$ cat src/rtl/alu_seq_if.sv
// Operand/result handshake bundle between the operand latches, alu_seq and the writeback mux.
// master drives operands and takes results; slave is the ALU.
interface alu_seq_if #(
    parameter int WIDTH = 32
);
    logic             in_valid;
    logic             in_ready;
    logic [3:0]       op;
    logic [WIDTH-1:0] a;
    logic [WIDTH-1:0] b;
    logic             out_valid;
    logic             out_ready;
    logic [WIDTH-1:0] res;
    logic             zero;
    logic             overflow;
    logic             illegal;

    modport master (
        output in_valid, op, a, b, out_ready,
        input  in_ready, out_valid, res, zero, overflow, illegal
    );

    modport slave (
        input  in_valid, op, a, b, out_ready,
        output in_ready, out_valid, res, zero, overflow, illegal
    );
endinterface

$ cat src/rtl/alu_seq.sv
// Handshaked ALU: logic/arith/compare/shift ops; ALU_MULDIV_EN adds iterative MUL/MULHU/DIVU/REMU.
// Latency: 1 cycle, or WIDTH+1 cycles for mul/div; result registered with its flags.
// Backpressure: in_ready only in IDLE; DONE holds result until out_ready, so 1 op per 2 cycles max.
module alu_seq #(
    parameter int WIDTH = 32
) (
    input  logic       clk,
    input  logic       rst_n,
    alu_seq_if.slave   bus
);
    localparam int SH_W  = $clog2(WIDTH);
    localparam int CNT_W = $clog2(WIDTH + 1);

    localparam logic [3:0] OP_AND   = 4'd0;
    localparam logic [3:0] OP_OR    = 4'd1;
    localparam logic [3:0] OP_ADD   = 4'd2;
    localparam logic [3:0] OP_XOR   = 4'd3;
    localparam logic [3:0] OP_NOR   = 4'd4;
    localparam logic [3:0] OP_SRL   = 4'd5;
    localparam logic [3:0] OP_SUB   = 4'd6;
    localparam logic [3:0] OP_SLT   = 4'd7;
    localparam logic [3:0] OP_SLTU  = 4'd8;
    localparam logic [3:0] OP_SLL   = 4'd9;
    localparam logic [3:0] OP_SRA   = 4'd10;
    localparam logic [3:0] OP_MUL   = 4'd11;
    localparam logic [3:0] OP_MULHU = 4'd12;
    localparam logic [3:0] OP_DIVU  = 4'd13;
    localparam logic [3:0] OP_REMU  = 4'd14;

    localparam logic [1:0] S_IDLE = 2'd0;
    localparam logic [1:0] S_BUSY = 2'd1;
    localparam logic [1:0] S_DONE = 2'd2;

    logic [1:0]       state;
    logic [WIDTH-1:0] res_q;
    logic             zero_q;
    logic             ovf_q;
    logic             ill_q;

    logic [SH_W-1:0]  sh;
    logic [WIDTH-1:0] b_eff;
    logic [WIDTH-1:0] sum;
    logic [WIDTH-1:0] alu_res;
    logic             alu_ovf;
    logic             alu_ill;

    assign bus.in_ready  = (state == S_IDLE);
    assign bus.out_valid = (state == S_DONE);
    assign bus.res       = res_q;
    assign bus.zero      = zero_q;
    assign bus.overflow  = ovf_q;
    assign bus.illegal   = ill_q;

    // Single-cycle datapath works straight off the inputs; its result is captured at accept.
    always_comb begin
        sh      = bus.b[SH_W-1:0];
        b_eff   = (bus.op == OP_SUB) ? (~bus.b + 1'b1) : bus.b;
        sum     = bus.a + b_eff;
        alu_res = '0;
        alu_ovf = 1'b0;
        alu_ill = 1'b0;
        case (bus.op)
            OP_AND:  alu_res = bus.a & bus.b;
            OP_OR:   alu_res = bus.a | bus.b;
            OP_XOR:  alu_res = bus.a ^ bus.b;
            OP_NOR:  alu_res = ~(bus.a | bus.b);
            OP_ADD, OP_SUB: begin
                alu_res = sum;
                alu_ovf = (bus.a[WIDTH-1] == b_eff[WIDTH-1]) && (sum[WIDTH-1] != bus.a[WIDTH-1]);
            end
            OP_SLT:  alu_res = {{(WIDTH-1){1'b0}}, ($signed(bus.a) < $signed(bus.b))};
            OP_SLTU: alu_res = {{(WIDTH-1){1'b0}}, (bus.a < bus.b)};
            OP_SRL:  alu_res = bus.a >> sh;
            OP_SLL:  alu_res = bus.a << sh;
            OP_SRA:  alu_res = $signed(bus.a) >>> sh;
            // 11-14 only land here when the mul/div engine is absent; 15 is always reserved.
            default: alu_ill = 1'b1;
        endcase
    end

`ifdef ALU_MULDIV_EN
    logic [2*WIDTH-1:0] acc;
    logic [2*WIDTH-1:0] acc_nxt;
    logic [WIDTH-1:0]   dv;
    logic [3:0]         op_q;
    logic [CNT_W-1:0]   cnt;
    logic [WIDTH:0]     mul_sum;
    logic [WIDTH:0]     div_sh;
    logic [WIDTH:0]     div_trial;
    logic [WIDTH-1:0]   md_res;
    logic               is_md;
    logic               is_mul;

    assign is_md  = (bus.op >= OP_MUL) && (bus.op <= OP_REMU);
    assign is_mul = (bus.op == OP_MUL) || (bus.op == OP_MULHU);

    // acc = {high half, low half}: product/multiplier for mul, remainder/quotient for div.
    always_comb begin
        mul_sum   = {1'b0, acc[2*WIDTH-1:WIDTH]} + (acc[0] ? {1'b0, dv} : {(WIDTH+1){1'b0}});
        div_sh    = {acc[2*WIDTH-1:WIDTH], acc[WIDTH-1]};
        div_trial = div_sh - {1'b0, dv};
        if ((op_q == OP_MUL) || (op_q == OP_MULHU)) begin
            acc_nxt = {mul_sum, acc[WIDTH-1:1]};
        end else if (!div_trial[WIDTH]) begin
            acc_nxt = {div_trial[WIDTH-1:0], acc[WIDTH-2:0], 1'b1};
        end else begin
            acc_nxt = {div_sh[WIDTH-1:0], acc[WIDTH-2:0], 1'b0};
        end
        case (op_q)
            OP_MUL:   md_res = acc_nxt[WIDTH-1:0];
            OP_MULHU: md_res = acc_nxt[2*WIDTH-1:WIDTH];
            OP_DIVU:  md_res = (dv == '0) ? '1 : acc_nxt[WIDTH-1:0];
            // With a zero divisor the remainder shifts in the dividend unchanged.
            default:  md_res = acc_nxt[2*WIDTH-1:WIDTH];
        endcase
    end
`endif

    always_ff @(posedge clk) begin
        if (!rst_n) begin
            state  <= S_IDLE;
            res_q  <= '0;
            zero_q <= 1'b0;
            ovf_q  <= 1'b0;
            ill_q  <= 1'b0;
`ifdef ALU_MULDIV_EN
            acc    <= '0;
            dv     <= '0;
            op_q   <= '0;
            cnt    <= '0;
`endif
        end else begin
            case (state)
                S_IDLE: begin
                    if (bus.in_valid) begin
`ifdef ALU_MULDIV_EN
                        if (is_md) begin
                            state <= S_BUSY;
                            op_q  <= bus.op;
                            cnt   <= CNT_W'(WIDTH);
                            dv    <= is_mul ? bus.a : bus.b;
                            acc   <= {{WIDTH{1'b0}}, (is_mul ? bus.b : bus.a)};
                        end else
`endif
                        begin
                            state  <= S_DONE;
                            res_q  <= alu_res;
                            zero_q <= (alu_res == '0);
                            ovf_q  <= alu_ovf;
                            ill_q  <= alu_ill;
                        end
                    end
                end
                S_BUSY: begin
`ifdef ALU_MULDIV_EN
                    acc <= acc_nxt;
                    cnt <= cnt - 1'b1;
                    if (cnt == CNT_W'(1)) begin
                        state  <= S_DONE;
                        res_q  <= md_res;
                        zero_q <= (md_res == '0);
                        ovf_q  <= 1'b0;
                        ill_q  <= 1'b0;
                    end
`else
                    state <= S_IDLE;
`endif
                end
                S_DONE: begin
                    if (bus.out_ready) begin
                        state <= S_IDLE;
                    end
                end
                default: state <= S_IDLE;
            endcase
        end
    end
endmodule
$ cat src/flat_wrapper.sv
// flat-port wrapper written by rule: the top's interface ports become plain ports
module alu_seq_flat 
#(
    parameter int WIDTH = 32
)
  (clk, rst_n, bus_in_valid, bus_op, bus_a, bus_b, bus_out_ready, bus_in_ready, bus_out_valid, bus_res, bus_zero, bus_overflow, bus_illegal);
  alu_seq_if #(.WIDTH(WIDTH)) bus_i ();
  input  logic clk;
  input  logic rst_n;
  input wire logic [$bits(bus_i.in_valid)-1:0] bus_in_valid;
  input wire logic [$bits(bus_i.op)-1:0] bus_op;
  input wire logic [$bits(bus_i.a)-1:0] bus_a;
  input wire logic [$bits(bus_i.b)-1:0] bus_b;
  input wire logic [$bits(bus_i.out_ready)-1:0] bus_out_ready;
  output wire logic [$bits(bus_i.in_ready)-1:0] bus_in_ready;
  output wire logic [$bits(bus_i.out_valid)-1:0] bus_out_valid;
  output wire logic [$bits(bus_i.res)-1:0] bus_res;
  output wire logic [$bits(bus_i.zero)-1:0] bus_zero;
  output wire logic [$bits(bus_i.overflow)-1:0] bus_overflow;
  output wire logic [$bits(bus_i.illegal)-1:0] bus_illegal;
  assign bus_i.in_valid = bus_in_valid;
  assign bus_i.op = bus_op;
  assign bus_i.a = bus_a;
  assign bus_i.b = bus_b;
  assign bus_i.out_ready = bus_out_ready;
  assign bus_in_ready = bus_i.in_ready;
  assign bus_out_valid = bus_i.out_valid;
  assign bus_res = bus_i.res;
  assign bus_zero = bus_i.zero;
  assign bus_overflow = bus_i.overflow;
  assign bus_illegal = bus_i.illegal;
  alu_seq #(.WIDTH(WIDTH)) u_core (.clk(clk), .rst_n(rst_n), .bus(bus_i));
endmodule
$ cat config.mk
export PLATFORM = sky130hd
export DESIGN_NAME = alu_seq_flat
export DESIGN_NICKNAME = d
export VERILOG_FILES = /design/src/rtl/alu_seq_if.sv /design/src/rtl/alu_seq.sv /design/src/flat_wrapper.sv
export SDC_FILE = /design/constraint.sdc
export NUM_CORES = 1
export LEC_CHECK = 0
export CORE_MARGIN = 2
export CORE_UTILIZATION = 35
export CTS_BUF_LIST = sky130_fd_sc_hd__clkbuf_4 sky130_fd_sc_hd__clkbuf_8
export CTS_CLUSTER_DIAMETER = 200
export DETAILED_ROUTE_END_ITERATION = 16
export PLACE_DENSITY_LB_ADDON = 0.12
export SLEW_MARGIN = 20
export SYNTH_ARGS = -nofsm -noshare
export SYNTH_HDL_FRONTEND = slang
export SYNTH_SLANG_ARGS = --single-unit
$ cat constraint.sdc
create_clock -name clk -period 11.9 [get_ports clk]
set_input_delay 1.785 -clock clk [delete_from_list [all_inputs] [get_ports clk]]
set_output_delay 1.785 -clock clk [all_outputs]
set_load 0.02 [all_outputs]
==> key figures, run 1 <==
Critical path
  – Crit. End Element: register
  – Crit path buffers/inverters: 3
  – CP max FO: 45
  – CP Cell Sequence: clkdlybuf4s50_1 > buf_4 > clkinv_1 > nand2_1 > nor2_1 > and3_1 > nand4_1 > nor2_1 > nand3_1 > o21ai_0 > xnor2_1 > ha_1 > nand2_1 > nor3_1 > nand4_1 > o21ai_1 > o31ai_1 > a211oi_1 > nand2_1 > nor4_2 > nand4_1 > o31ai_2
  – Slowest stage delay, CP: 0.71 ns
  – Slowest CP cell: clkinv_1
  – Setup CP Type: input pin to register
  – Type of origin of the critical path: input pin
  – Crit path DAT: 8.08 ns
  – CP top delay family: simple AND/OR/NAND/NOR gates
  – Worst path required time: 12.11 ns

Global route
  – Largest net degree at the start of global routing: 77
  – Vias in the first global route: 11,390
  – GRT Residual Overflow: 0
  – Antenna violations before repair: 1
  – Gr usage total: 0.3078
  – First-pass GRT wire length: 76,360 µm

Placed design
  – HPWL Detailed: 41,470 µm
  – Count of input and output buffers: 108
  – Routability cong.: 1.032

Synthesis
  – Syn Area/Cell: 7.441 µm²
  – Mapped Nets: 1,681
  – Most common cell in the netlist: nand2_1
  – Yosys warnings: 0
  – Post-synth top cells: nand2_1, ha_1, nor2_1, a21oi_1, o21ai_0
  – Synth Register Bits: 36
  – Asr flop ratio synth: 0
  – Top cell type's share of synthesized area: 0.1566
  – Register area share after synthesis: 0.06584
  – Netlist cell types: 90
  – Number of flops mapped to enable cells by yosys: 0
  – Main synth FF type: dfxtp_1
  – Cells after synthesis: 1,471
  – Top cell type by total area after synthesis: ha_1
  – Cell Area, Synth: 10,950 µm²
  – Synth top area cells: ha_1, mux4_2, dfxtp_1

Power and ir drop
  – Max VDD drop: 0.03730 mV
  – Switch Pwr: 402.4 µW
  – Pwr/cell area: 63.75 nW/µm²
  – Combinational group share of total power: 0.709
  – Seq pwr share: 0.172
  – Switching part of the total: 0.5093
  – Clk pwr share: 0.119
  – Leakage power: 4.930 nW
  – Pint: 387.8 µW

Clocking
  – H-tree Lvls: 2
  – CTS Buf Count: 5
  – Clock slew at reported path FFs: 0.07 ns
  – Root buf cell: clkbuf_8
  – Clock sink count: 36
  – Hold-fix buffers at CTS: 0
  – Clk_lat worst skew: 0.29 ns
  – Clock tree buffer depth: 2
  – # resized after CTS: 0
  – TritonCTS clock tree: built
  – # Post-CTS Setup Buffers: 0

Outcome
  – Status: completed

Route
  – Drt first pass iters: 6
  – Via density: 6.416
  – Remaining DRCs: 0
  – Routed wire length: 52,350 µm
  – Detailed Route Iter0 Violations: 1,377
  – Antenna-violating nets left: 0
  – Wire per inst: 27.44 µm
  – Vias: 12,240

Timing
  – Max_slew headroom: 0.1712
  – Final Cycle Share: 0.6613
  – Max Clk Rate: 127.1 MHz
  – TNS Setup: 0 ns
  – Worst-Margin Slew: 1.243 ns
  – Slew Viols, Final: 0
  – Minimum clock period: 7.869 ns
  – Setup Skew: 0.004548 ns
  – Final hold vios: 0
  – RSZ-0062 raised after global routing: no
  – Endpoints failing setup: 0

Layout
  – Fill cells: 3,263
  – Nets@finish: 1,721
  – Layout cells sized above 1: 0.09458
  – Fin util: 0.4042
  – Ant diodes: 0
  – Area delta synth->final: 13.25%

Die
  – Chip Height: 180.8 µm
  – Core area: 30,670 µm²
  – Effective utilization at floorplan: 0.3569
  – Io pins: 109
  – Die Wd: 180.8 µm
  – Die Area: 32,700 µm²
  – Core Rows: 64

Job
  – Max cap viols: 0

Hold path
  – Class of the worst hold path: register to register
## cells in the final DEF (no fill, tap or decap), types with 8 or more instances in the layout
cell	Yosys	final
nand2_1	142	142
ha_1	137	137
nor2_1	134	134
clkdlybuf4s50_1	0	105
a21oi_1	103	103
o21ai_0	98	98
inv_1	81	81
mux2i_1	54	54
a211oi_1	49	49
xnor2_1	39	39
buf_4	3	39
dfxtp_1	36	36
mux4_2	35	35
nor3_1	32	32
mux2_2	29	29
o211ai_1	28	28
nand3_1	21	21
a221oi_1	21	21
nand4_1	19	19
a22oi_1	17	17
o22ai_1	14	14
xor2_1	12	12
nor2b_1	13	12
o31ai_1	12	12
nor4_1	13	11
a31oi_1	11	11
and3_1	10	10
and2_1	10	10
nand2b_1	8	8
a211o_1	8	8
o221ai_1	8	8
a221o_1	8	8
## path summary, 6_finish.rpt
| kind | startpoint | cells after the start | to | slack [ns] |
|---|---|---|---|---|
| setup / recovery | bus_b[3] | 22 | u_core.bus.zero | 4.03 |
| hold / removal | u_core.bus.illegal | 2 | u_core.bus.illegal | 0.45 |
| hold reg to reg | u_core.bus.illegal | 2 | u_core.bus.illegal | 0.45 |
| setup reg to reg | u_core.state[1] | 8 | u_core.bus.zero | 9.35 |
## cell families after synthesis
family,count (synthesis),synth area share
AO/OA/AOI/OAI,470,0.2917
XOR/XNOR,51,0.04081
adder cells (fa/ha/maj),138,0.1584
buffers and inverters,197,0.07910
flip-flops,36,0.06584
multiplexers,126,0.1644
AND/OR/NAND/NOR,453,0.1997
## worst min-delay path, stage by stage (launching register included)
cell     delay (ns)
dfxtp_1        0.31
nand2_1        0.05
a21oi_1        0.05
## metrics by stage
stage | worst slack, ns | hold WS, ns | area [µm²] | power, mW | cells
after floorplan | 5.466 | 0.5304 | 10950 | 0.4817 | 1471
after global placement | 3.892 | 0.4450 | 12300 | 0.6875 | 1900
after detailed placement | 3.832 | 0.4476 | 12300 | 0.6852 | 1900
after CTS | 4.134 | 0.4568 | 12400 | 0.7818 | 1908
after global routing | 3.615 | 0.4779 | 12400 | 0.8355 | 1908
final | 4.031 | 0.4545 | 12400 | 0.7902 | 1908
## layout make-up
| cell class | instances | area, µm² | share of cell area |
|---|---|---|---|
| clock buffer | 7 | 90.09 | 0.007268 |
| clock inverter | 1 | 7.507 | 0.0006056 |
| inverter | 85 | 319.1 | 0.02574 |
| multi-input combinational | 1238 | 9414 | 0.7595 |
| sequential | 36 | 720.7 | 0.05814 |
| tap | 396 | 495.5 | 0.03997 |
| timing repair buffer | 145 | 1349 | 0.1088 |
## power by group through the flow
| stage | sequential, mW | clock [mW] | combinational (mW) |
|---|---|---|---|
| finish | 0.136 | 0.0939 | 0.560 |
| global route | 0.137 | 0.100 | 0.598 |
| CTS | 0.136 | 0.0971 | 0.549 |
| detailed placement | 0.139 | 0 | 0.546 |
| global placement | 0.138 | 0 | 0.549 |
| floorplan | 0.150 | 0 | 0.332 |
## flip-flops by register name, summed over array words and instances, names as in the netlist
signal,cells
u_core.bus.res,32
u_core.bus.overflow,1
u_core.bus.zero,1
u_core.state,1
u_core.bus.illegal,1
## metal layers
metal  global-route usage  part of all wire  up-vias  routed length [µm]
met3              0.05322             0.090       87                4701
met1               0.4243              0.43     5926               22710
met4               0.1168             0.040        0                2079
li1                     -                 -     5614                   -
met2               0.4780              0.44      614               22870
met5                    0                 0        -                   0
Power figures use the tool's default switching activity.
==> inputs of run 2 (changes only) <==
- clock period: 11.9 -> 7.9 ns (I/O delays scaled with it)
==> run 2 against run 1 <==
- cell count fell by 0.31%
- wire length fell by 0.59%
- flip-flop and latch count did not move
- critical path depth fell by 4
- non-clock buffer count fell by 6
- register-to-register slack got worse by 3.9 ns
- sequential share of layout area barely moved
- critical endpoint unchanged
- highest routed layer unchanged
==> key figures, run 2 (synthesis gave the netlist of run 1 again) <==
Placed design
  – Pre-CTS setup slack: 1.170 ns (-2.661 ns)
  – Dpl cells: 1,894 (-0.32%)
  – Count of input and output buffers: 108 (unchanged)
  – Area post-placement: 12,250 µm² (-0.37%)
  – Routability cong.: 1.023 (-0.88%)
  – HPWL Detailed: 41,100 µm (-0.88%)

Timing
  – Slew Viols, Final: 0 (unchanged)
  – Worst-Margin Slew: 1.143 ns (-0.1001 ns)
  – Endpoints failing setup: 0 (unchanged)
  – RSZ-0062 raised after global routing: no
  – Max_slew headroom: 0.2333 (+0.06213)
  – TNS Setup: 0 ns (unchanged)
  – Final Cycle Share: 0.8405
  – Max Clk Rate: 150.6 MHz
  – Minimum clock period: 6.640 ns
  – Worst hold margin: 0.4535 ns (-0.001022 ns)
  – Worst setup margin: 1.260 ns (-2.770 ns)
  – Setup Skew: 0.01269 ns (+0.008144 ns)
  – Final hold vios: 0 (unchanged)

Power and ir drop
  – Seq pwr share: 0.174 (+0.002)
  – Pwr/cell area: 95.16 nW/µm² (+49%)
  – Clk pwr share: 0.111 (-0.008)
  – Switch Pwr: 606.0 µW (+51%)
  – Switching part of the total: 0.5161 (+0.006787)
  – Combinational group share of total power: 0.715 (+0.006)
  – Pint: 568.3 µW (+47%)
  – Leakage power: 4.903 nW (-0.55%)
  – Max VDD drop: 0.05423 mV (+45%)

Die
  – Die Wd: 180.8 µm (unchanged)
  – Core Rows: 64 (unchanged)
  – Effective utilization at floorplan: 0.3569 (unchanged)
  – Core area: 30,670 µm² (unchanged)
  – Io pins: 109 (unchanged)
  – Die Area: 32,700 µm² (unchanged)
  – Chip Height: 180.8 µm (unchanged)

Route
  – Routed wire length: 52,050 µm (-0.59%)
  – Detailed Route Iter0 Violations: 1,404 (+2.0%)
  – Drt first pass iters: 8 (+2)
  – Vias: 12,160 (-0.69%)
  – Antenna-violating nets left: 0 (unchanged)
  – Remaining DRCs: 0 (unchanged)
  – Wire per inst: 27.36 µm (-0.28%)
  – Via density: 6.392 (-0.37%)

Layout
  – Most frequent cells in the layout: nand2_1, ha_1, nor2_1
  – Area delta synth->final: 12.75%
  – Finished Layout Cells: 1,902 (-0.31%)
  – Layout cells sized above 1: 0.09097 (-0.003607)
  – Ant diodes: 0 (unchanged)
  – Post-route design area: 12,340 µm² (-0.44%)
  – Nets@finish: 1,715 (-0.35%)
  – Commonest non-fill, non-tap cell in the layout: nand2_1
  – Max reg flops: 32 (unchanged)

Clocking
  – H-tree Lvls: 2 (unchanged)
  – Clock sink count: 36 (unchanged)
  – # resized after CTS: 0 (unchanged)
  – TritonCTS clock tree: built
  – # Post-CTS Setup Buffers: 0 (unchanged)
  – Clock slew at reported path FFs: 0.08 ns (about the same)
  – Hold-fix buffers at CTS: 0 (unchanged)
  – Root buf cell: clkbuf_8
  – CTS Buf Count: 5 (unchanged)
  – Clk_lat worst skew: 0.30 ns (about the same)
  – Clock tree buffer depth: 2 (unchanged)

Global route
  – First-pass GRT wire length: 75,910 µm (-0.59%)
  – Antenna violations before repair: 0 (-1)
  – Largest net degree at the start of global routing: 79 (+2.6%)
  – Vias in the first global route: 11,190 (-1.7%)
  – GRT Residual Overflow: 0 (unchanged)
  – Gr usage total: 0.3046 (-0.003254)

Critical path
  – Setup CP Type: input pin to register
  – Crit. End Element: register
  – CP max FO: 40 (-11%)
  – Crit path DAT: 6.86 ns (-1.22 ns)
  – Worst path required time: 8.12 ns (-3.99 ns)
  – Cells on worst reg2reg path: 8 (unchanged)
  – Type of origin of the critical path: input pin

Job
  – Max cap viols: 0 (unchanged)

Hold path
  – Hold path depth: 2 (unchanged)
  – Class of the worst hold path: register to register

Outcome
  – Status: completed
## run 2: changes by cell type in the layout (fill, tap and decap cells not counted), sizes merged
cell      change
buf           -6
clkbuf        -2
clkinv        +3
clkinvlp      -1
## run 2: final cells by class
cell class                 instances  area [µm²]
clock buffer                       5       68.82
clock inverter                     3       18.77
fill                            3223       18330
inverter                          85       319.1
multi-input combinational       1238        9414
sequential                        36       720.7
tap                              396       495.5
timing repair buffer             139        1304
## run 2: final timing paths
kind / startpoint / endpoint / slack (ns)
worst max-delay path: bus_b[1] / u_core.bus.zero / 1.26
worst min-delay path: u_core.bus.illegal / u_core.bus.illegal / 0.45
worst max register to register: u_core.state[1] / u_core.bus.zero / 5.43
worst min register to register: u_core.bus.illegal / u_core.bus.illegal / 0.45
## run 2: routing by layer
| metal | track usage | vias up | part of all wire |
|---|---|---|---|
| li1 | - | 5604 | - |
| met4 | 0.08677 | 0 | 0.032 |
| met5 | 0 | - | 0 |
| met2 | 0.4782 | 683 | 0.44 |
| met1 | 0.4377 | 5792 | 0.45 |
| met3 | 0.03427 | 78 | 0.082 |
## run 2: worst max-delay path, cell delays in order
cell       delay, ns
buf_4           0.27
or2_2           0.47
nor2_1          0.38
nand3_1         0.25
nor3_1          0.48
and3_1          0.35
a31oi_1         0.13
xnor2_1         0.30
ha_1            0.35
a21oi_1         0.27
o31ai_1         0.15
nor4_1          0.49
o2111ai_1       0.35
a211oi_1        0.60
and4_1          0.28
and4_1          0.19
nand4_1         0.10
o31ai_2         0.21
## run 2: metrics by stage
stage	power, mW	utilization
6_report	1.174	0.4024
3_3_place_gp	1.031	0.3995
4_1_cts	1.161	0.4024
3_5_place_dp	1.027	0.3995
5_1_grt	1.241	0.4024
2_1_floorplan	0.7255	-
## run 2: power groups by stage
stage / clock [mW] / sequential, mW / combinational [mW]
floorplan: 0 / 0.226 / 0.500
global placement: 0 / 0.209 / 0.822
detailed placement: 0 / 0.209 / 0.818
CTS: 0.135 / 0.204 / 0.822
global route: 0.139 / 0.207 / 0.895
finish: 0.131 / 0.204 / 0.839
==> inputs of run 3 (changes only) <==
- clock period: 7.9 -> 5.5 ns (I/O delays scaled with it)
==> run 3 against run 2 <==
- highest routed layer is now met5
- combinational power is 56% higher
- wire length is 3.7% higher
- first-iteration DRC count is 9.8% higher
- clock power is 53% higher
- sequential share of layout area is 0.33 points lower
- total power is 53% higher
- count of clock-buffer cells in the layout is 2 higher
- setup slack worse by 1.1 ns
- flip-flop and latch count stayed put
- critical path depth is 2 higher
- die area stayed put
- clock skew is 0.0061 ns lower
- critical path type unchanged
==> key figures, run 3 (synthesis gave the netlist of run 1 again) <==
Outcome
  – Status: completed

Clocking
  – CTS Buf Count: 5 (unchanged)
  – Clock tree buffer depth: 2 (unchanged)
  – TritonCTS clock tree: built
  – Root buf cell: clkbuf_8
  – Hold-fix buffers at CTS: 0 (unchanged)
  – H-tree Lvls: 2 (unchanged)
  – Clock slew at reported path FFs: 0.07 ns (about the same)
  – Clock sink count: 36 (unchanged)
  – Clk_lat worst skew: 0.29 ns (about the same)

Global route
  – GRT Residual Overflow: 0 (unchanged)
  – Antenna violations before repair: 1 (+1)
  – Largest net degree at the start of global routing: 56 (-29%)
  – First-pass GRT wire length: 79,230 µm (+4.4%)
  – Gr usage total: 0.3176 (+0.01302)
  – Vias in the first global route: 11,860 (+6.0%)

Route
  – Antenna-violating nets left: 0 (unchanged)
  – Detailed Route Iter0 Violations: 1,542 (+9.8%)
  – Via density: 6.376 (-0.24%)
  – Drt first pass iters: 6 (-2)
  – Vias: 12,720 (+4.6%)
  – Wire per inst: 27.06 µm (-1.1%)
  – Remaining DRCs: 0 (unchanged)
  – Routed wire length: 53,980 µm (+3.7%)

Critical path
  – Crit. End Element: register
  – Reg2reg end: u_core.bus.zero
  – Crit path buffers/inverters: 4 (+3)
  – CP top delay family: simple AND/OR/NAND/NOR gates
  – R2R Path Start: u_core.state[1]
  – Crit path DAT: 5.56 ns (-1.30 ns)
  – Most used cell, CP: buf_4
  – Slowest CP cell: nor4_2
  – Cells on worst reg2reg path: 8 (unchanged)
  – CP Cell Sequence: clkdlybuf4s50_1 > buf_4 > nor2_1 > nand3_1 > nor3_1 > buf_4 > and3_1 > a31oi_1 > xnor2_1 > ha_1 > buf_4 > a21oi_1 > o31ai_1 > nor4_2 > o2111ai_1 > a211oi_2 > and4_1 > and4_1 > nand4_1 > o31ai_2
  – CP max FO: 5 (-88%)
  – Worst path required time: 5.71 ns (-2.41 ns)
  – Setup CP Type: input pin to register
  – Slowest stage delay, CP: 0.44 ns (-0.16 ns)
  – R2r setup slk: 2.90 ns (-2.53 ns)
  – Type of origin of the critical path: input pin

Layout
  – Max reg flops: 32 (unchanged)
  – Layout cells sized above 1: 0.1476 (+0.05662)
  – Post-route design area: 13,090 µm² (+6.1%)
  – Fin util: 0.4267 (+0.02436)
  – Commonest non-fill, non-tap cell in the layout: nand2_1
  – Nets@finish: 1,808 (+5.4%)
  – Finished Layout Cells: 1,995 (+4.9%)
  – Ant diodes: 0 (unchanged)
  – Fill cells: 3,227 (+0.12%)
  – Most frequent cells in the layout: nand2_1, ha_1, nor2_1
  – FF/Latch Area: 720.7 µm² (unchanged)
  – Multi-input logic area: 9440 µm² (+0.28%)
  – Area delta synth->final: 19.57%

Power and ir drop
  – Pwr/cell area: 137.5 nW/µm² (+45%)
  – Leakage power: 5.354 nW (+9.2%)
  – Max VDD drop: 0.07922 mV (+46%)
  – Total power: 1.800 mW (+53%)

Die
  – Io pins: 109 (unchanged)
  – Core Rows: 64 (unchanged)
  – Effective utilization at floorplan: 0.3569 (unchanged)
  – Die Wd: 180.8 µm (unchanged)
  – Die Area: 32,700 µm² (unchanged)
  – Chip Height: 180.8 µm (unchanged)
  – Core area: 30,670 µm² (unchanged)

Timing
  – Worst setup margin: 0.1573 ns (-1.103 ns)
  – TNS Setup: 0 ns (unchanged)
  – Worst-Margin Slew: 0.8993 ns (-0.2438 ns)
  – Final Cycle Share: 0.9714
  – Worst hold margin: 0.4578 ns (+0.004313 ns)
  – Max_slew headroom: 0.3941 (+0.1608)
  – Minimum clock period: 5.343 ns
  – Max Clk Rate: 187.2 MHz
  – Slew Viols, Final: 0 (unchanged)
  – Endpoints failing setup: 0 (unchanged)
  – Setup Skew: 0.006571 ns (-0.006121 ns)
  – Final hold vios: 0 (unchanged)

Hold path
  – Hold Crit Start: u_core.bus.res[25]
  – Hold endpoint: u_core.bus.res[25]
  – Hold path depth: 2 (unchanged)
  – Class of the worst hold path: register to register

Placed design
  – Routability cong.: 1.019 (-0.42%)
  – Area post-placement: 12,930 µm² (+5.5%)
  – HPWL Detailed: 43,330 µm (+5.4%)
  – Count of input and output buffers: 108 (unchanged)
  – Pre-CTS setup slack: -0.4085 ns (-1.579 ns)
  – Dpl cells: 1,985 (+4.8%)

Job
  – Max cap viols: 0 (unchanged)
run 3: cell count changes in the layout (fill, tap and decap cells not counted), sizes merged:
cell / before / now
clkinvlp: 0 / 1
buf: 34 / 127
clkinv: 5 / 2
clkbuf: 5 / 7
run 3: worst max-delay path by stage:
stage / start / endpoint / slack [ns] / cells past startpoint
after detailed placement: bus_b[3] / u_core.bus.zero / -0.41 / 20
after CTS: bus_b[3] / u_core.bus.zero / 0.09 / 20
after floorplan: bus_b[0] / u_core.bus.res[31] / 0.03 / 23
final: bus_b[3] / u_core.bus.zero / 0.16 / 20
after global routing: bus_b[4] / u_core.bus.zero / -0.01 / 21
after global placement: bus_b[3] / u_core.bus.zero / -0.40 / 20
run 3: worst reg2reg max path: stages, from the launching register on:
cell and delay [ns]:
dfxtp_1 0.36, inv_1 0.08, nand2_1 0.42, a221oi_1 0.39, and4_1 0.25, o21ai_0 0.32
a211oi_2 0.31, nand4_1 0.15, o31ai_2 0.23
run 3: power breakdown:
part	switching [mW]	internal [mW]	total, mW
combinational	0.786	0.519	1.31
sequential	0.0112	0.282	0.293
clock	0.0945	0.107	0.201
total	0.892	0.908	1.80
run 3: area by class of cell:
class | count | area share
clock buffer | 7 | 0.006883
tap | 396 | 0.03786
sequential | 36 | 0.05507
clock inverter | 1 | 0.0005736
timing repair buffer | 232 | 0.1539
inverter | 85 | 0.02438
multi-input combinational | 1238 | 0.7213
run 3: repair_timing:
item / 4_1_cts / 5_1_grt
setup endpoints to repair: 1 / 1
pin swaps: 0 / 1
gates resized for setup: 1 / 6
buffers inserted: 0 / 1
run 3: layer usage:
metal | track usage | up-vias | wire length (µm)
li1 | - | 5783 | -
met1 | 0.4429 | 6072 | 23330
met2 | 0.4931 | 744 | 23280
met3 | 0.04757 | 120 | 4972
met4 | 0.1184 | 2 | 2382
met5 | 0 | - | 14
